==> src/rtl/mac_accum.sv <==
// mac_accum: sequential multiply-accumulate stage fed by the array multiplier.
// Sums exactly TERMS unsigned products {prod_hi, prod_lo} into an ACC_WID-bit
// accumulator. The result is presented under a valid/ready handshake, together
// with a sticky overflow flag.
//
// Build option:
//   MAC_SAT_EN  defined   -> an add that carries out clamps acc_out to all-ones
//               undefined -> adds wrap modulo 2**ACC_WID
// In both modes, ovf records any carry out of the accumulator MSB.
module mac_accum #(
  parameter int DATA_WID  = 4,
  parameter int TERMS     = 8,
  parameter int ACC_GUARD = 4,
  localparam int ACC_WID  = 2*DATA_WID + ACC_GUARD
) (
  input  logic               clk,
  input  logic               rst_n,
  input  logic               start,
  input  logic               prod_valid,
  output logic               prod_ready,
  input  logic [DATA_WID-1:0] prod_lo,
  input  logic [DATA_WID-1:0] prod_hi,
  output logic [ACC_WID-1:0] acc_out,
  output logic               acc_valid,
  input  logic               acc_ready,
  output logic               ovf,
  output logic               busy
);

  localparam int PROD_WID = 2*DATA_WID;
  localparam int CNT_W    = $clog2(TERMS+1);
  localparam logic [CNT_W-1:0] LAST_IDX = CNT_W'(TERMS-1);

  typedef enum logic [1:0] {
    IDLE = 2'd0,
    ACC  = 2'd1,
    HOLD = 2'd2
  } state_e;

  state_e           state;
  state_e           state_nxt;
  logic [CNT_W-1:0] cnt;
  logic             take;
  logic             start_ok;
  logic             last_take;
  logic [ACC_WID:0] sum_ext;
  logic             carry;
  logic [ACC_WID-1:0] acc_nxt;

  // A product is consumed only while the FSM is accumulating. prod_ready is
  // decoded from the state register alone, so the handshake never forms a
  // combinational loop with upstream.
  assign take      = prod_valid && prod_ready;
  assign start_ok  = (state == IDLE) && start;
  assign last_take = take && (cnt == LAST_IDX);

  // One extra bit captures the carry out of the accumulator MSB.
  assign sum_ext = {1'b0, acc_out}
                 + {{(ACC_WID+1-PROD_WID){1'b0}}, prod_hi, prod_lo};
  assign carry   = sum_ext[ACC_WID];

`ifdef MAC_SAT_EN
  // Once clamped, every later non-zero add carries again, so the
  // accumulator stays at all-ones without any extra state.
  assign acc_nxt = carry ? '1 : sum_ext[ACC_WID-1:0];
`else
  assign acc_nxt = sum_ext[ACC_WID-1:0];
`endif

  // State register.
  always_ff @(posedge clk or negedge rst_n) begin
    if (!rst_n) begin
      state <= IDLE;
    end else begin
      // NOTE: clocked state uses non-blocking assignments so that every
      // flop samples pre-edge values regardless of process ordering.
      state <= state_nxt;
    end
  end

  // Next-state logic. start is looked at only in IDLE, so a start pulse in
  // the cycle that leaves HOLD is dropped.
  always_comb begin
    // NOTE: a default assignment first keeps every path assigned, which
    // prevents latch inference.
    state_nxt = state;
    case (state)
      IDLE:    if (start)     state_nxt = ACC;
      ACC:     if (last_take) state_nxt = HOLD;
      HOLD:    if (acc_ready) state_nxt = IDLE;
      default:                state_nxt = IDLE;
    endcase
  end

  // Handshake outputs are pure decodes of the state register.
  always_comb begin
    prod_ready = 1'b0;
    acc_valid  = 1'b0;
    busy       = 1'b0;
    case (state)
      ACC: begin
        prod_ready = 1'b1;
        busy       = 1'b1;
      end
      HOLD: begin
        acc_valid  = 1'b1;
        busy       = 1'b1;
      end
      default: ;
    endcase
  end

  // Accumulator, sticky overflow and term counter. A start clears all three.
  // A handshake adds one product. Otherwise the values hold, which keeps the
  // last result visible in IDLE.
  always_ff @(posedge clk or negedge rst_n) begin
    if (!rst_n) begin
      acc_out <= '0;
      ovf     <= 1'b0;
      cnt     <= '0;
    end else if (start_ok) begin
      acc_out <= '0;
      ovf     <= 1'b0;
      cnt     <= '0;
    end else if (take) begin
      acc_out <= acc_nxt;
      ovf     <= ovf | carry;
      cnt     <= cnt + CNT_W'(1);
    end
  end

endmodule
==> config.mk <==
export PLATFORM = sky130hd
export DESIGN_NAME = mac_accum
export DESIGN_NICKNAME = d
export VERILOG_FILES = /design/src/rtl/mac_accum.sv
export SDC_FILE = /design/constraint.sdc
export NUM_CORES = 1
export LEC_CHECK = 0
export ABC_AREA = 1
export BUFFER_PORTS_ARGS = -buffer_cell sky130_fd_sc_hd__buf_2
export CORE_MARGIN = 1
export CORE_UTILIZATION = 35
export CTS_CLUSTER_DIAMETER = 40
export DETAILED_ROUTE_END_ITERATION = 6
export GPL_TIMING_DRIVEN = 1
export PLACE_DENSITY = 0.67
export SYNTH_ARGS = -nofsm -noshare
export SYNTH_HDL_FRONTEND = slang
export SYNTH_SLANG_ARGS = --single-unit
==> constraint.sdc <==
create_clock -name clk -period 1.45 [get_ports clk]
set_input_delay 0.145 -clock clk [delete_from_list [all_inputs] [get_ports clk]]
set_output_delay 0.145 -clock clk [all_outputs]
set_load 0.01 [all_outputs]
# After elaboration in Yosys (flattened, before gate mapping)
# Index checks and enable logic that the tools add are counted.
dict set report classes {
  addsub 2
  eq_ne 6
  muxes 13
  bitwise 1
  reduce_logical 7
}
# cell n
set op_table {}
lappend op_table {{12-bit two-way mux} 2}
lappend op_table {{12-bit by 8-bit adder with 13-bit output} 1}
lappend op_table {{4-bit two-way mux} 2}
lappend op_table {{2-bit two-way mux} 3}
lappend op_table {{2-bit inequality test, second input constant} 3}
lappend op_table {{2-bit one-hot mux with 3 select lines} 1}
lappend op_table {{1-bit two-way mux} 5}
lappend op_table {{4-bit by 1-bit adder with 4-bit output, second input constant} 1}
lappend op_table {{4-bit by 3-bit == test with 1-bit output, second input constant} 1}
lappend op_table {{1-bit logical AND} 3}
lappend op_table {{3-bit AND reduction} 1}
lappend op_table {{2-bit by 1-bit == test with 1-bit output, second input constant} 1}
lappend op_table {{2-bit == test, second input constant} 1}
lappend op_table {{2-bit logical NOT} 1}
lappend op_table {{2-bit nonzero test} 1}
lappend op_table {{2-bit OR reduction} 1}
lappend op_table {{1-bit OR} 1}
dict set report totals {
  register_bits 19
  in_bits 13
  output_inout_bits 16
  wordCells 33
}

# Depth between registers and ports, before layout
dict set report depth {
  depth_word 6
  ltp_mapped 10
  ltp_nobuf 10
}

# Worst setup path before layout
# No wires, ideal clock.
dict set report synth_timing {
  kind {register to register}
  start {register acc_out[0]}
  end {register acc_out[10]}
  setup_ps 117
  t_arrival_ps 1558
  required_ps 1333
  path_slack_ps -225
  path_stages_with_launch 10
  n_path_buf 0
  period_less_slack_ps 1675
  cell_sequence {dfrtp_1 ha_1 inv_1 fa_1 o21ai_4 nand2_2 nand2_2 nand2_2 nor2_1 nor2_1}
}
dict set report synth_via {
  elab_chain_len 3
}
# element line_no
set synth_rtl {}
lappend synth_rtl {{start, declared} 23} ;# output logic [ACC_WID-1:0] acc_out,
lappend synth_rtl {{start signal, assigned} 126} ;# acc_out <= acc_nxt;
lappend synth_rtl {{12-bit by 8-bit adder with 13-bit output} 59} ;# + {{(ACC_WID+1-PROD_WID){1'b0}}, prod_hi, prod_lo};
lappend synth_rtl {{12-bit two-way mux} 125} ;# end else if (take) begin
lappend synth_rtl {{12-bit two-way mux} 121} ;# end else if (start_ok) begin
# Every way passes these cells. The select of a mux whose other input is x is not followed.
# A chain may end at the register's enable or synchronous reset.

# Worst setup path in the final report
# Ends and elaborated chain as after synthesis.

==> flow_summary_export.csv <==
group,metric,value,unit
critical_path,cp.required,1.64,ns
timing,slew-limit-headroom,70.98,%
timing,fin_crit_sh,108.3,%
grt,grtUsageTotal,16.43,%
floorplanning,core,3661,sq um
critical_path,path_cells,"ha_2 > inv_2 > fa_2 > o21ai_4 > nand2_2 > nand2_2 > nand2_2 > nand2_1 > nand2_1 > nor2_1",
synth,synth_top_area_share,35.48,%
critical_path,worst_path_most_repeated_cell,"nand2_2",
critical_path,crit_type,"flip-flop to flip-flop",
detailed_routing,drtAntennaViolNets,0,
grt,grt.overflow.total,0,
detailed_routing,drc_errors,0,
detailed_routing,via_count,1348,
clocking,cts_buffers,3,
grt,grt_max_degree,20,
timing,worst_pin_slew,0.4353,ns
critical_path,crit_family,"adder cells",
layout,utilization,56.29,%
power,fin_total_pwr,0.003487,W
worst_hold_path,holdPathStages,3,
critical_path,critical_path.slowest_cell,"fa_2",
detailed_routing,viasPerCell,4.569,
synth,ys_top_cells_by_area,"dfrtp_1 (35%), nand2_1 (15%), ha_1 (13%)",
worst_hold_path,hp-start,"prod_lo[0]",
critical_path,r2r_end,"acc_out[10]$_DFFE_PN0P_",
synth,yosysSeqAreaShare,35.48,%
timing,finalHoldViolCount,0,
critical_path,reg2regPathDepth,10,
timing,rsz0062_at_grt,"yes",
synth,synth_area,1340,sq um
timing,fin_skew,0.003099,ns
grt,grt_pass1_vias,1228,
layout,drive_above_1_share,46.96,%
clocking,clock_latency,0.25,ns
floorplanning,rows,22,
timing,maxSlewViolCount,0,
power,vdd_drop_max,0.6594,mV
layout,area_delta_synth_final,53.78,%
job,drv_cap,0,
layout,fillCellCount,316,
layout,regArea,475.5,sq um
timing,worst_hold_slack,0.2385,ns
worst_hold_path,hp-class,"primary input to flip-flop",
critical_path,cp-start-kind,"flip-flop",
clocking,cts_root_buf,"clkbuf_8",
critical_path,r2r-start,"acc_out[0]$_DFFE_PN0P_",
status,status,"finished, violations left",
critical_path,worstPathArrival,1.76,ns
critical_path,critPathMaxFanout,5,
synth,synth.avg_cell_area,7.445,sq um
power,power.leakage,1.086,nW
clocking,clockBufferDepth,2,
clocking,cts_tree,"done",
detailed_routing,drt-pass1-iter-count,4,
critical_path,regToRegSetupSlack,-0.12,ns
detailed_routing,drt-initial-drc-count,26,
critical_path,critPathMaxStageDelay,0.36,ns
synth,ys_warn_count,0,
floorplanning,die_h,63.88,um
timing,timing.fmax,0.6369,GHz
floorplanning,dieArea,4080,sq um
floorplanning,initial_core_util,36.60,%
critical_path,endpoint_kind,"flip-flop",
layout,final_cells,295,
synth,synthCells,180,
placed_design,gp_congestion,0.8134,
placed_design,dpl.cell_count,284,
layout,antenna_cells,0,
grt,antenna_found_initial,0,
synth,synth-seq-cells,19,
power,pwr_density_cell,1692,nW/um^2
floorplanning,ios,29,
placed_design,hpwl,2.307,mm
clocking,numClockSinks,19,
synth,syn-num-nets,208,
clocking,clk_pin_slew,0.08,ns
clocking,cts-htree-levels,1,
timing,worst_slack,-0.1201,ns
timing,setup_violations,6,
worst_hold_path,hold_end,"acc_out[0]$_DFFE_PN0P_",
layout,multi_input_area,977.2,sq um
placed_design,pre_cts_ws,-0.1097,ns
synth,ys_types,26,
synth,synth_top_area_cell,"dfrtp_1",
timing,finalCriticalPeriod,1.570,ns
status,violations,"negative setup slack",
detailed_routing,post_drt_wl_per_cell,10.79,um
layout,fin_nets,276,
floorplanning,fp.dieW,63.88,um
grt,grt_pass1_wl,5.257,mm
detailed_routing,postRouteWirelength,3.183,mm
placed_design,io_buffers,28,
critical_path,crit_buf_inv,1,
==> power by group <==
| part | switching [W] | internal (W) |
|---|---|---|
| sequential | 0.000154 | 0.000682 |
| combinational | 0.00111 | 0.00116 |
| clock | 0.000185 | 0.000191 |
| total | 0.00145 | 0.00203 |
==> cell usage after synthesis <==
cell      instances
a21boi_1          1
a21oi_1           7
a21oi_2           1
a22o_1            2
a31oi_1           1
dfrtp_1          19
fa_1              1
ha_1             14
inv_1            21
inv_2             2
nand2_1          55
nand2_2           4
nand2_4           1
nand3_1          11
nand3_2           2
nand4_1           1
nor2_1           20
nor2_2            2
nor3_1            1
o21ai_0           1
o21ai_1           8
o21ai_4           1
o22ai_1           1
or2_1             1
xnor2_1           1
xor2_1            1
==> routing by layer <==
metal / track usage (%) / share of wire [%] / wire [um]
met2: 28.72 / 50 / 1579
met4: 4.261 / 1.1 / 35
met1: 21.10 / 48 / 1516
met3: 2.143 / 1.6 / 52
met5: 0 / 0 / 0
==> logic make-up (layout without fill, tap and decap cells) <==
family / after synthesis / after routing / share of synthesized area [%]
xor+xnor: 2 / 2 / 1.307
buf+inv: 23 / 90 / 6.443
simple gates: 98 / 98 / 31.56
flops: 19 / 19 / 35.48
compound gates: 23 / 23 / 10.65
fa+ha+maj: 15 / 15 / 14.57
==> through the flow <==
stage	TNS [ns]	instance area, sq um
floorplan	-0.4214	1358
global placement	-0.2832	1768
detailed placement	-0.4734	1768
CTS	-0.3577	1903
global route	-1.251	2061
finish	-0.5110	2061
==> area by class of cell <==
class / instances / share of cell area (%)
clock inverter: 1 / 0.2429
inverter: 23 / 4.311
tap: 48 / 2.914
sequential: 19 / 23.07
multi-input combinational: 138 / 47.42
clock buffer: 3 / 2.004
timing repair buffer: 63 / 20.04
==> placed cells by master (no fill, tap or decap), types with 2 or more instances in the layout <==
master and n:
ha_4 8, buf_6 2, a21oi_2 4, nor2_4 2, nand3_1 7, inv_2 6
buf_4 32, a21oi_1 4, nor2_1 16, buf_2 28, a22o_1 2, nand2_2 12
nor2_2 4, ha_1 5, nand2_4 2, dfrtp_1 19, o21ai_1 7, nand2_1 46
clkbuf_8 3, nand3_2 5, inv_1 16
==> state kept, by name, indices dropped and copies added (netlist names) <==
register and count:
acc_out 12, cnt 4, ovf 1, state 2
==> worst min-delay path: stages <==
cell and delay (ns):
buf_2 0.08, ha_2 0.13, a22o_1 0.11
==> repair_timing <==
action | CTS | global route
cloned | 0 | 0
pin swaps | 3 | 22
gates resized for setup | 8 | 33
buffers inserted | 0 | 6
hold endpoints to repair | 19 | 0
setup endpoints to repair | 10 | 17
hold buffers | 1 | 0
==> how the worst max path moves through the flow <==
stage | start | end | cells after the start
2_1_floorplan | acc_out[0]$_DFFE_PN0P_ | acc_out[10]$_DFFE_PN0P_ | 9
3_3_place_gp | acc_out[0]$_DFFE_PN0P_ | acc_out[10]$_DFFE_PN0P_ | 9
3_5_place_dp | acc_out[0]$_DFFE_PN0P_ | acc_out[10]$_DFFE_PN0P_ | 9
4_1_cts | acc_out[0]$_DFFE_PN0P_ | acc_out[10]$_DFFE_PN0P_ | 10
5_1_grt | acc_out[0]$_DFFE_PN0P_ | acc_out[10]$_DFFE_PN0P_ | 10
6_report | acc_out[0]$_DFFE_PN0P_ | acc_out[10]$_DFFE_PN0P_ | 10
Power figures use the tool's default switching activity.
